**src/rtl/fft_pkg.sv**
```systemverilog
// Shared constants and FSM encoding for the frame accumulator and its output FIFO.
package fft_pkg;

    localparam int N_SAMPLES  = 16;
    localparam int IN_W       = 4;
    localparam int ACC_W      = 2 * IN_W + $clog2(N_SAMPLES);
    localparam int FIFO_DEPTH = 2;

    typedef enum logic {
        IDLE  = 1'b0,
        ACCUM = 1'b1
    } fft_state_e;

endpackage

```
**src/rtl/fft_out_fifo.sv**
```systemverilog
// Two-entry result FIFO; head entry is presented combinationally, zero when empty.
module fft_out_fifo #(
    parameter int WIDTH = 8
) (
    input  logic             clk,
    input  logic             rst,
    input  logic             push,
    input  logic             pop,
    input  logic [WIDTH-1:0] wr_data,
    output logic [WIDTH-1:0] rd_data,
    output logic             full,
    output logic             empty
);
    import fft_pkg::*;

    localparam int PTR_W = $clog2(FIFO_DEPTH);
    localparam int CNT_W = $clog2(FIFO_DEPTH + 1);
    localparam logic [CNT_W-1:0] DEPTH_C = CNT_W'(FIFO_DEPTH);

    logic [FIFO_DEPTH-1:0][WIDTH-1:0] mem_q, mem_d;
    logic [PTR_W-1:0] rd_ptr_q, rd_ptr_d, wr_ptr_q, wr_ptr_d;
    logic [CNT_W-1:0] count_q, count_d;
    logic do_push, do_pop;

    assign full    = (count_q == DEPTH_C);
    assign empty   = (count_q == '0);
    assign rd_data = empty ? '0 : mem_q[rd_ptr_q];

    // A pop frees the head slot, so a push into a full FIFO is legal in the same cycle.
    assign do_pop  = pop && !empty;
    assign do_push = push && (!full || do_pop);

    always_comb begin
        mem_d    = mem_q;
        rd_ptr_d = rd_ptr_q;
        wr_ptr_d = wr_ptr_q;
        count_d  = count_q;
        if (do_push) begin
            mem_d[wr_ptr_q] = wr_data;
            wr_ptr_d        = wr_ptr_q + 1'b1;
        end
        if (do_pop) begin
            rd_ptr_d = rd_ptr_q + 1'b1;
        end
        case ({do_push, do_pop})
            2'b10:   count_d = count_q + 1'b1;
            2'b01:   count_d = count_q - 1'b1;
            default: count_d = count_q;
        endcase
    end

    always_ff @(posedge clk or posedge rst) begin
        if (rst) begin
            mem_q    <= '0;
            rd_ptr_q <= '0;
            wr_ptr_q <= '0;
            count_q  <= '0;
        end else begin
            mem_q    <= mem_d;
            rd_ptr_q <= rd_ptr_d;
            wr_ptr_q <= wr_ptr_d;
            count_q  <= count_d;
        end
    end

endmodule

```
**src/rtl/fft_frame_accumulator.sv**
```systemverilog
// Accumulates N_SAMPLES products a*b per frame at full precision and queues
// each frame sum in a two-entry output FIFO.
module fft_frame_accumulator #(
    parameter int  N_SAMPLES = fft_pkg::N_SAMPLES,
    parameter int  IN_W      = fft_pkg::IN_W,
    localparam int ACC_W     = 2 * IN_W + $clog2(N_SAMPLES)
) (
    input  logic             clk,
    input  logic             rst,
    input  logic             clr,
    input  logic             in_valid,
    output logic             in_ready,
    input  logic [IN_W-1:0]  in_a,
    input  logic [IN_W-1:0]  in_b,
    output logic             out_valid,
    input  logic             out_ready,
    output logic [ACC_W-1:0] out_sum,
    output logic [7:0]       out_trunc,
    output logic [7:0]       frame_cnt
);
    import fft_pkg::*;

    localparam int CNT_W = $clog2(N_SAMPLES);
    localparam logic [CNT_W-1:0] LAST_BEAT = CNT_W'(N_SAMPLES - 1);

    fft_state_e       state_q, state_d;
    logic [ACC_W-1:0] acc_q, acc_d;
    logic [CNT_W-1:0] beat_cnt_q, beat_cnt_d;
    logic [7:0]       frame_cnt_q, frame_cnt_d;
    logic [ACC_W-1:0] product, push_data, head;
    logic             beat, last_beat, push, pop, fifo_full, fifo_empty;

    assign product   = ACC_W'(in_a) * ACC_W'(in_b);
    assign last_beat = (state_q == ACCUM) && (beat_cnt_q == LAST_BEAT);

    // Backpressure comes only from registered state, never from out_ready.
    assign in_ready  = !rst && !(last_beat && fifo_full);
    assign beat      = in_valid && in_ready;
    assign pop       = !fifo_empty && out_ready;

    assign out_valid = !fifo_empty;
    assign out_sum   = head;
    assign out_trunc = head[7:0];
    assign frame_cnt = frame_cnt_q;

    always_comb begin
        state_d     = state_q;
        acc_d       = acc_q;
        beat_cnt_d  = beat_cnt_q;
        frame_cnt_d = frame_cnt_q;
        push        = 1'b0;
        push_data   = acc_q + product;
        if (clr) begin
            state_d    = IDLE;
            acc_d      = '0;
            beat_cnt_d = '0;
        end else if (beat) begin
            unique case (state_q)
                IDLE: begin
                    state_d    = ACCUM;
                    acc_d      = product;
                    beat_cnt_d = CNT_W'(1);
                end
                ACCUM: begin
                    if (last_beat) begin
                        push        = 1'b1;
                        state_d     = IDLE;
                        acc_d       = '0;
                        beat_cnt_d  = '0;
                        frame_cnt_d = frame_cnt_q + 8'd1;
                    end else begin
                        acc_d      = acc_q + product;
                        beat_cnt_d = beat_cnt_q + 1'b1;
                    end
                end
                default: state_d = IDLE;
            endcase
        end
    end

    always_ff @(posedge clk or posedge rst) begin
        if (rst) begin
            state_q     <= IDLE;
            acc_q       <= '0;
            beat_cnt_q  <= '0;
            frame_cnt_q <= '0;
        end else begin
            state_q     <= state_d;
            acc_q       <= acc_d;
            beat_cnt_q  <= beat_cnt_d;
            frame_cnt_q <= frame_cnt_d;
        end
    end

    fft_out_fifo #(
        .WIDTH(ACC_W)
    ) u_out_fifo (
        .clk     (clk),
        .rst     (rst),
        .push    (push),
        .pop     (pop),
        .wr_data (push_data),
        .rd_data (head),
        .full    (fifo_full),
        .empty   (fifo_empty)
    );

endmodule

```
**config.mk**
```make
export PLATFORM = sky130hd
export DESIGN_NAME = fft_frame_accumulator
export DESIGN_NICKNAME = d
export VERILOG_FILES = /design/src/rtl/fft_pkg.sv /design/src/rtl/fft_out_fifo.sv /design/src/rtl/fft_frame_accumulator.sv
export SDC_FILE = /design/constraint.sdc
export NUM_CORES = 1
export LEC_CHECK = 0
export ABC_AREA = 1
export CORE_UTILIZATION = 50
export DETAILED_ROUTE_END_ITERATION = 6
export DONT_BUFFER_PORTS = 1
export HOLD_SLACK_MARGIN = 0.12
export SLEW_MARGIN = 30
export SYNTH_ARGS = -nofsm -noshare
export SYNTH_HDL_FRONTEND = slang
export SYNTH_SLANG_ARGS = --single-unit
```
**constraint.sdc**
```tcl
create_clock -name clk -period 1.93 [get_ports clk]
set_input_delay 0.2895 -clock clk [delete_from_list [all_inputs] [get_ports clk]]
set_output_delay 0.2895 -clock clk [all_outputs]
set_load 0.005 [all_outputs]
```
# ---- Word-level counts from Yosys, hierarchy flattened
# Cells that the tools add are included.
dict set report totals {
  ff_bits 53
  latchBits 0
  ram_bits 0
  rom_bits 0
  out_inout_bits 30
  elab_cells 66
  memories 0
}
dict set report op_classes {
  n_addsub 7
  mul 1
  div_mod_pow 0
  order_cmp 3
  eq_ne 4
  n_shift 0
  mux 23
  n_bitwise 2
  reduce_logical 17
}
# operator count
set op_table {}
lappend op_table {{$mux W12} 7}
lappend op_table {{$bwmux W24} 1}
lappend op_table {{$pmux W12 S2} 1}
lappend op_table {{$add A12 B8 Y12} 1}
lappend op_table {{$demux W12 S1} 1}
lappend op_table {{$mux W4} 3}
lappend op_table {{$add A8 B1 Y8 const B} 1}
lappend op_table {{$logic_and A1 B1 Y1} 8}
lappend op_table {{$mul A4 B4 Y8} 1}
lappend op_table {{$pmux W4 S2} 1}
lappend op_table {{$mux W1} 7}
lappend op_table {{$add A4 B1 Y4 const B} 1}
lappend op_table {{$eq A2 B2 Y1 const B} 2}
lappend op_table {{$eq A4 B4 Y1 const B} 1}
lappend op_table {{$logic_not A1 Y1} 4}
lappend op_table {{$lt A1 B2 Y1 const B} 2}
lappend op_table {{$pmux W2 S2} 1}
lappend op_table {{$reduce_and A4 Y1} 1}
lappend op_table {{$reduce_bool A2 Y1} 2}
lappend op_table {{$add A1 B1 Y1 const B} 2}
lappend op_table {{$add A2 B1 Y2 const B} 1}
lappend op_table {{$eq A2 B1 Y1 const B} 1}
lappend op_table {{$logic_not A2 Y1} 1}
lappend op_table {{$not A1 Y1} 2}
lappend op_table {{other kinds (4)} 4}

# ---- Logic depth before layout (Yosys ltp)
# Gate-level depths: netlist of the first run.
dict set report depth {
  word_depth 11
  mapped_depth 22
  mapped_depth_nobuf 22
}

# ---- By module
# Synthesis of the first run repeated with hierarchy kept, for this count alone.
dict set report unflattened {
  cells_unflattened 536
  hier_area_um2 3955.0
}
# module instances cells_per_inst area_each_um2
set modules_own_cells {}
lappend modules_own_cells {fft_frame_accumulator 1 363 2532.4}
lappend modules_own_cells {fft_out_fifo 1 173 1422.6}

# ---- Worst setup path after synthesis of the first run
# No wires, ideal clock.
dict set report synth_path {
  path_kind {input to register}
  startpoint {input port in_a[0]}
  endpoint {register u_out_fifo.mem_q[7] (netlist name)}
  setup_ns 0.116
  t_arrival_ns 3.254
  path_slack_ns -1.440
  stages 18
  path_buffers 0
  path_cell_list {nand2_1 -> fa_1 -> inv_1 -> fa_1 -> inv_1 -> fa_1 -> nand3b_1 -> nand3_1 -> nand2_1 -> ha_1 -> nand2_1 -> nor2_1 -> nand2_1 -> nand2_1 -> nand2_1 -> and2_1 -> nand2_1 -> nand2_1}
}
dict set report synth_via {
  elab_chain_cells 3
}
# element line_no
set synth_rtl {}
lappend synth_rtl {{start, declared} fft_frame_accumulator.sv:13} ;# input logic [IN_W-1:0] in_a,
lappend synth_rtl {{$mul A4 B4 Y8} fft_frame_accumulator.sv:33} ;# assign product = ACC_W'(in_a) * ACC_W'(in_b);
lappend synth_rtl {{$add A12 B8 Y12} fft_frame_accumulator.sv:52} ;# push_data = acc_q + product;
lappend synth_rtl {{$bwmux W24} fft_out_fifo.sv:39} ;# mem_d[wr_ptr_q] = wr_data;
lappend synth_rtl {{end signal, assigned} fft_out_fifo.sv:59} ;# mem_q <= mem_d;
lappend synth_rtl {{end, declared} fft_out_fifo.sv:20} ;# logic [FIFO_DEPTH-1:0][WIDTH-1:0] mem_q, mem_d;
# Every way passes these cells.
# A chain may end at the register's enable or synchronous reset.

# ---- Worst setup path in the final report of the first run
dict set report layout_path {
  startpoint {input port in_b[3]}
  endpoint {register acc_q[8]}
}
dict set report layout_via {
  elab_chain_cells 6
}
# element line_no
set layout_rtl {}
lappend layout_rtl {{start, declared} fft_frame_accumulator.sv:14} ;# input logic [IN_W-1:0] in_b,
lappend layout_rtl {{$mul A4 B4 Y8} fft_frame_accumulator.sv:33}
lappend layout_rtl {{$add A12 B8 Y12} fft_frame_accumulator.sv:72} ;# acc_d = acc_q + product;
lappend layout_rtl {{$mux W12} fft_frame_accumulator.sv:65} ;# if (last_beat) begin
lappend layout_rtl {{$pmux W12 S2} fft_frame_accumulator.sv:58} ;# unique case (state_q)
lappend layout_rtl {{$mux W12} fft_frame_accumulator.sv:57} ;# end else if (beat) begin
lappend layout_rtl {{$mux W12} fft_frame_accumulator.sv:53} ;# if (clr) begin
lappend layout_rtl {{end signal, assigned} fft_frame_accumulator.sv:84} ;# acc_q <= '0;
lappend layout_rtl {{end signal, assigned} fft_frame_accumulator.sv:89} ;# acc_q <= acc_d;
lappend layout_rtl {{end, declared} fft_frame_accumulator.sv:27} ;# logic [ACC_W-1:0] acc_q, acc_d;
# Every way passes these cells. The select of a mux whose other input is x is not followed.

==> out/results.txt, run 1 <==
Post-Route Utilization: 64.9%
Switching portion of total power: 37.1%
Routability congestion estimate: 0.824
Setup CP Type: in2reg
Post-synth top flop: dfrtp_1
Largest net degree at the start of global routing: 41
First-pass GRT wire length: 13.5 mm
Worst setup margin: -1030 ps
Adder-cell share of the synthesized area: 10.7%
Routed vias: 3,126
Clock-pin transition on the worst setup and hold timing paths: 100 ps
Flop pwr share: 39.8%
Root Buffer Master: clkbuf_8
Violated checks: setup timing
P_sw: 1130 uW
GR Layer Usage met1: 30.1%
Pre-Repair DR Iteration Count: 4
Measured slew at the worst slew-check pin: 503 ps
Hpwl dp: 6.04 mm
Final-report setup violation count: 27
Max-Cap Viols: 0
Initial antenna violation count: 0
Htree depth: 2
Die X: 87.3 um
Placement Cell Area: 4030 um^2
GRT Util Overall: 22.6%
Sequential fraction of the synthesis area: 36.4%
Vias in the first global route: 2,905
Final ANT Viol Nets: 0
GRT met3 Usage: 3.89%
Core ar.: 6910 um^2
Worst hold-check path type: in2reg
Async SR Flop Fraction: 100%
RSZ-0062 raised after global routing: yes
Global route total overflow: 0
Largest family of logic cells by synthesized area: simple AND/OR/NAND/NOR gates
Tmin final: 2960 ps
Diodes inserted: 0
Synth unique cells: 33
Setup Skew: 12.0 ps
CTS tree: yes
Final hold slack: 167 ps
Layout overhead on the synthesized area: 23.2%
Internal: 1910 uW
Leak Pwr: 0.00239 uW
Slew HR: 66.5%
Syn_nets: 535
WL per Instance: 13.6 um
Synth top area share: 36.4%
Critical path peak fanout: 4
Multiplexer share of the synthesized area: 0%
Top Usage Layer GRT: met2
Yosys top cell by area: dfrtp_1
Largest cells by area after synthesis: dfrtp_1 (36%), nand2_1 (18%), ha_1 (7.9%)
Fin. Hold Viols: 0
Tcrit/Tclk final: 153%
Logic pwr share: 38.7%
Worst path arrival time: 3180 ps
Latest clock arrival within the worst-skew pair: 320 ps
Post-synth EDFFs: 0
Num ports: 43
Worst setup SP type: primary input
Max Fclk: 0.338 GHz
PortBufs: 0
Power density over the cells: 677 nW/um^2
Post-Syn Area: 3640 um^2
Floorplan row count: 30
CTS Sinks: 53
Max VDD drop: 343 uV
Die Area: 7620 um^2
Post-route cell area: 4480 um^2
Initial DRC count: 97
Mapped Cells: 494
DR vias/cell: 5.03
Final Max Slew Viols: 0
Yosys synthesis warning count: 0
CTS Buf Count: 5
Initial Util: 52.7%
WL final: 8.44 mm
Filler cells: 638
Post-synthesis xor/xnor area fraction: 3.85%
DRC viols: 0
Yosys reg bits: 53
Share of layout cells above drive strength 1: 26.1%
Clock group share of total power: 21.5%
Syn_area_per_cell: 7.37 um^2
Worst EP required: 2140 ps
CP endpoint kind: register
GR Util met2: 37.9%
Nets: 565
Die Y: 87.3 um
Outcome: finished, violations left
Synth Area in Compound Gates: 7.12%
Clock Tree Buf Depth: 2
Simple-gate share of the synthesized area: 31.1%
[flip-flops by register name (all words and copies together) (netlist names)]
| name | count |
|---|---|
| u_out_fifo.mem_q | 24 |
| acc_q | 12 |
| frame_cnt | 8 |
| beat_cnt_q | 4 |
| u_out_fifo.count_q | 2 |
| state_q | 1 |
| u_out_fifo.rd_ptr_q | 1 |
| u_out_fifo.wr_ptr_q | 1 |
[cells by family after synthesis]
group / count (synthesis)
AOI/OAI and AO/OA: 47
xor gates and xnor gates: 16
adders and majority gates: 28
buffers and inverters: 90
DFF: 53
and+or+nand+nor: 260
[repair_timing]
action	in CTS	in global routing
setup buffers	5	5
endpoints found under the hold margin	53	0
pin swaps	14	37
hold buffers	1	0
gates resized for setup	19	59
setup endpoints to repair	27	30
[power by group through the flow]
| stage | logic (uW) | registers, uW | clock network [uW] |
|---|---|---|---|
| 2_1_floorplan | 644 | 1220 | 0 |
| 3_3_place_gp | 938 | 1220 | 0 |
| 3_5_place_dp | 953 | 1230 | 0 |
| 4_1_cts | 1020 | 1210 | 673 |
| 5_1_grt | 1290 | 1220 | 714 |
| 6_report | 1180 | 1210 | 652 |
[critical path, cell delays in order]
cell      delay, ps
nand2_8          30
fa_1            520
inv_1            50
fa_1            510
inv_1            60
fa_2            340
nand3b_1        200
nand2_1         110
nand2_2          60
nand2_2          80
ha_4            230
nand2_4          90
inv_4            40
a21oi_4         160
nand2_4         110
xor2_4          170
nand2_1          70
nand2_1          50
[cell type report]
class / count / area [um^2] / area share (%)
clock buffer: 6 / 72.6 / 1.62
multi-input combinational: 351 / 2350 / 52.4
inverter: 74 / 289 / 6.45
sequential: 53 / 1330 / 29.6
tap: 96 / 120 / 2.68
clock inverter: 2 / 13.8 / 0.307
timing repair buffer: 39 / 314 / 7.00
[final timing paths]
path                                                       from                               end  slack [ps]  cells past startpoint
worst max-delay path                                    in_b[3]              acc_q[8]$_DFFE_PP0P_       -1030                     18
worst min-delay path                                        clr         beat_cnt_q[1]$_DFFE_PP0P_         170                      3
worst max register to register             acc_q[0]$_DFFE_PP0P_              acc_q[8]$_DFFE_PP0P_          20                     10
worst min register to register  u_out_fifo.mem_q[5]$_DFFE_PP0P_   u_out_fifo.mem_q[5]$_DFFE_PP0P_         480                      2
max in group asynchronous                                   rst  u_out_fifo.mem_q[12]$_DFFE_PP0P_         910                      3
min in group asynchronous                                   rst         beat_cnt_q[3]$_DFFE_PP0P_         540                      3
[stage by stage]
stage	instances	setup TNS (ps)	total power [uW]	worst slack [ps]
floorplan	494	-27740	1870	-1170
global placement	604	-32430	2160	-1360
detailed placement	604	-33110	2180	-1370
CTS	617	-23670	2900	-1020
global route	621	-27140	3220	-1150
finish	621	-23830	3040	-1030
[cells in the final DEF (no fill, tap or decap), types with 4 or more instances in the layout]
master | Yosys | layout
nand3_1 | 47 | 39
nand2_2 | 1 | 25
nand4_1 | 8 | 8
nor2_1 | 12 | 8
inv_2 | 1 | 7
o21ai_0 | 16 | 11
nand2_1 | 178 | 146
clkbuf_8 | 0 | 5
o21ai_2 | 3 | 4
nand2_4 | 3 | 10
ha_1 | 23 | 13
xor2_1 | 12 | 9
fa_1 | 5 | 4
nand3_2 | 0 | 7
buf_6 | 2 | 5
nor2_4 | 3 | 6
nand3b_1 | 4 | 4
buf_4 | 9 | 33
a21oi_2 | 1 | 5
dfrtp_1 | 53 | 53
inv_1 | 71 | 63
a21oi_1 | 21 | 16
o21ai_1 | 2 | 6
ha_4 | 0 | 8
[metal layers]
layer	share of wire, %	wire (um)
met1	48	4090
met2	47	4000
met3	2.9	248
met4	1.1	95
met5	0	0
[cells in the mapped netlist, types with 4 or more instances]
| library cell | count |
|---|---|
| a21oi_1 | 21 |
| buf_4 | 9 |
| clkbuf_1 | 4 |
| dfrtp_1 | 53 |
| fa_1 | 5 |
| ha_1 | 23 |
| inv_1 | 71 |
| nand2_1 | 178 |
| nand3_1 | 47 |
| nand3b_1 | 4 |
| nand4_1 | 8 |
| nor2_1 | 12 |
| o21ai_0 | 16 |
| xnor2_1 | 4 |
| xor2_1 | 12 |
No activity file was read; power rests on OpenSTA's default activity.
==> inputs of run 2 (changes only) <==
--- a/config.mk
+++ b/config.mk
@@ -10,6 +10,7 @@
 export DETAILED_ROUTE_END_ITERATION = 6
 export DONT_BUFFER_PORTS = 1
 export HOLD_SLACK_MARGIN = 0.12
+export PLACE_DENSITY = 0.68
 export SLEW_MARGIN = 30
 export SYNTH_ARGS = -nofsm -noshare
 export SYNTH_HDL_FRONTEND = slang
==> constraint.sdc (replaced) <==
create_clock -name clk -period 2.7 [get_ports clk]
set_input_delay 0.405 -clock clk [delete_from_list [all_inputs] [get_ports clk]]
set_output_delay 0.405 -clock clk [all_outputs]
set_load 0.005 [all_outputs]
==> out/results.txt, run 2 (synthesis gave the netlist of run 1 again) <==
Clock Tree Buf Depth: 2 (unchanged)
Core ar.: 6910 um^2 (unchanged)
Worst path arrival time: 3340 ps (+160 ps)
Final TNS setup: -7700 ps (+16,130 ps)
R2R depth: 9 (-1)
CTS Buf Count: 5 (unchanged)
Critical path peak fanout: 4 (unchanged)
Max Fclk: 0.320 GHz
Largest Register: u_out_fifo.mem_q
Routability congestion estimate: 0.825 (+0.15%)
Tmin final: 3120 ps
Setup Skew: 11.2 ps (-0.861 ps)
Diodes inserted: 0 (unchanged)
Routed vias: 3,101 (-0.80%)
Htree depth: 2 (unchanged)
Max-Cap Viols: 0 (unchanged)
Slew HR: 55.8% (-11 points)
Initial antenna violation count: 0 (unchanged)
Tcrit/Tclk final: 116%
Worst hold-check path type: in2reg
Die Area: 7620 um^2 (unchanged)
Initial DRC count: 127 (+31%)
Initial Util: 52.7% (unchanged)
CP endpoint kind: register
Violated checks: setup timing
Crit path cell chain: nand2_8, fa_1, inv_2, fa_1, inv_1, fa_2, nand3b_1, nand3_2, nand2_2, ha_4, nand2_4, inv_2, nand2_2, nand2_2, inv_2, nand2_1, nand2_1, and2_4, nand2_2, nand2_1
CTS Sinks: 53 (unchanged)
Final Max Slew Viols: 0 (unchanged)
Root Buffer Master: clkbuf_8
Most frequent CP cell: nand2_2
Fin. Hold Viols: 0 (unchanged)
DR vias/cell: 5.11 (+1.5%)
Cell family with most CP delay: adder cells
Largest net degree at the start of global routing: 41 (unchanged)
Die Y: 87.3 um (unchanged)
Worst EP required: 2910 ps (+770 ps)
Max FFs per register: 24 (unchanged)
PortBufs: 0 (unchanged)
Placement Cell Area: 3910 um^2 (-3.0%)
Die X: 87.3 um (unchanged)
Max VDD drop: 217 uV (-37%)
Most common cell after layout, fill and taps aside: nand2_1
Crit. path cell count: 20 (+2)
Worst setup margin: -423 ps (+609 ps)
Hold path depth: 3 (unchanged)
Worst Path Buf+Inv: 4 (+1)
Measured slew at the worst slew-check pin: 661 ps (+158 ps)
Worst setup SP type: primary input
Vias in the first global route: 2,903 (-0.069%)
Leak Pwr: 0.00229 uW (-4.1%)
Largest incremental delay on the critical path: 570 ps (+50 ps)
Final ANT Viol Nets: 0 (unchanged)
Outcome: finished, violations left
CP max stage cell: fa_1
Layout overhead on the synthesized area: 16.3%
Pre-Repair DR Iteration Count: 4 (unchanged)
Most frequent cells in the layout: nand2_1 (148), inv_1 (64), dfrtp_1 (53), nand3_1 (40), nand2_2 (27)
WL per Instance: 13.1 um (-3.5%)
Post-route cell area: 4230 um^2 (-5.6%)
Setup CP Type: in2reg
Num ports: 43 (unchanged)
Clock-pin transition on the worst setup and hold timing paths: 100 ps (about the same)
Filler cells: 638 (unchanged)
Nets: 551 (-2.5%)
Hpwl dp: 5.77 mm (-4.4%)
CTS tree: yes
Latest clock arrival within the worst-skew pair: 310 ps (about the same)
Power density over the cells: 499 nW/um^2 (-26%)
Floorplan row count: 30 (unchanged)
Share of layout cells above drive strength 1: 21.5% (-4.6 points)
WL final: 7.96 mm (-5.7%)
Global route total overflow: 0 (unchanged)
Overall power: 2110 uW (-31%)
First-pass GRT wire length: 13.0 mm (-3.2%)
Final-report setup violation count: 26 (-3.7%)
RSZ-0062 raised after global routing: yes
GRT Util Overall: 21.7% (-0.86 points)
DRC viols: 0 (unchanged)
## run 2: cell count changes in the layout (fill, tap and decap cells not counted), sizes merged
cell / previous run / this run
buf: 38 / 24
clkinvlp: 1 / 0
inv: 73 / 74
## run 2: final timing paths
| path | end | start | slack (ps) |
|---|---|---|---|
| max | u_out_fifo.mem_q[7]$_DFFE_PP0P_ | in_a[0] | -420 |
| min | beat_cnt_q[1]$_DFFE_PP0P_ | clr | 300 |
| max reg2reg | u_out_fifo.count_q[1]$_DFFE_PP0P_ | beat_cnt_q[0]$_DFFE_PP0P_ | 660 |
| min reg2reg | u_out_fifo.mem_q[9]$_DFFE_PP0P_ | u_out_fifo.mem_q[9]$_DFFE_PP0P_ | 490 |
| max in group asynchronous | u_out_fifo.mem_q[4]$_DFFE_PP0P_ | rst | 1350 |
| min in group asynchronous | beat_cnt_q[3]$_DFFE_PP0P_ | rst | 510 |
## run 2: area by class of cell
cell class | instances | area [um^2] | share of cell area, %
Sequential cell | 53 | 1330 | 31.3
Timing Repair Buffer | 25 | 194 | 4.58
Clock inverter | 2 | 13.8 | 0.325
Clock buffer | 6 | 72.6 | 1.71
Multi-Input combinational cell | 351 | 2220 | 52.5
Tap cell | 96 | 120 | 2.84
Inverter | 74 | 283 | 6.68
## run 2: power by group
group | switching [uW] | leakage, uW | total, uW | internal [uW]
logic | 458 | 0.00153 | 780 | 322
registers | 42.2 | 0.000709 | 871 | 829
clock network | 274 | 0.0000456 | 459 | 186
total | 774 | 0.00229 | 2110 | 1340
## run 2: routing by layer
metal | GRT usage (%) | up-vias | share of wire (%)
met3 | 4.08 | 7 | 4.8
li1 | - | 1581 | -
met1 | 29.3 | 1457 | 47
met4 | 5.51 | 0 | 1.0
met2 | 35.9 | 56 | 47
met5 | 0 | - | 0
## run 2: what timing repair did
action                     in CTS  in global routing
resized for setup              23                 27
hold buffers                    1                  0
buffers inserted                3                  2
cloned                          0                  0
hold endpoints to repair       13                  0
setup endpoints to repair      25                 27
pin swaps                      12                 17
## run 2: tightest hold or removal path, cell delays in order
cell and delay [ps]:
nor2_1 40, nand2_1 50, o21ai_0 70
## run 2: metrics by stage
| stage | hold slack [ps] | setup slack (ps) | util, % | instances |
|---|---|---|---|---|
| 6_report | 297 | -423 | 61.3 | 607 |
| 5_1_grt | 327 | -563 | 61.3 | 607 |
| 4_1_cts | 297 | -345 | 59.9 | 605 |
| 3_5_place_dp | 276 | -729 | 56.5 | 593 |
| 3_3_place_gp | 281 | -699 | 56.5 | 593 |
| 2_1_floorplan | 442 | -516 | - | 494 |
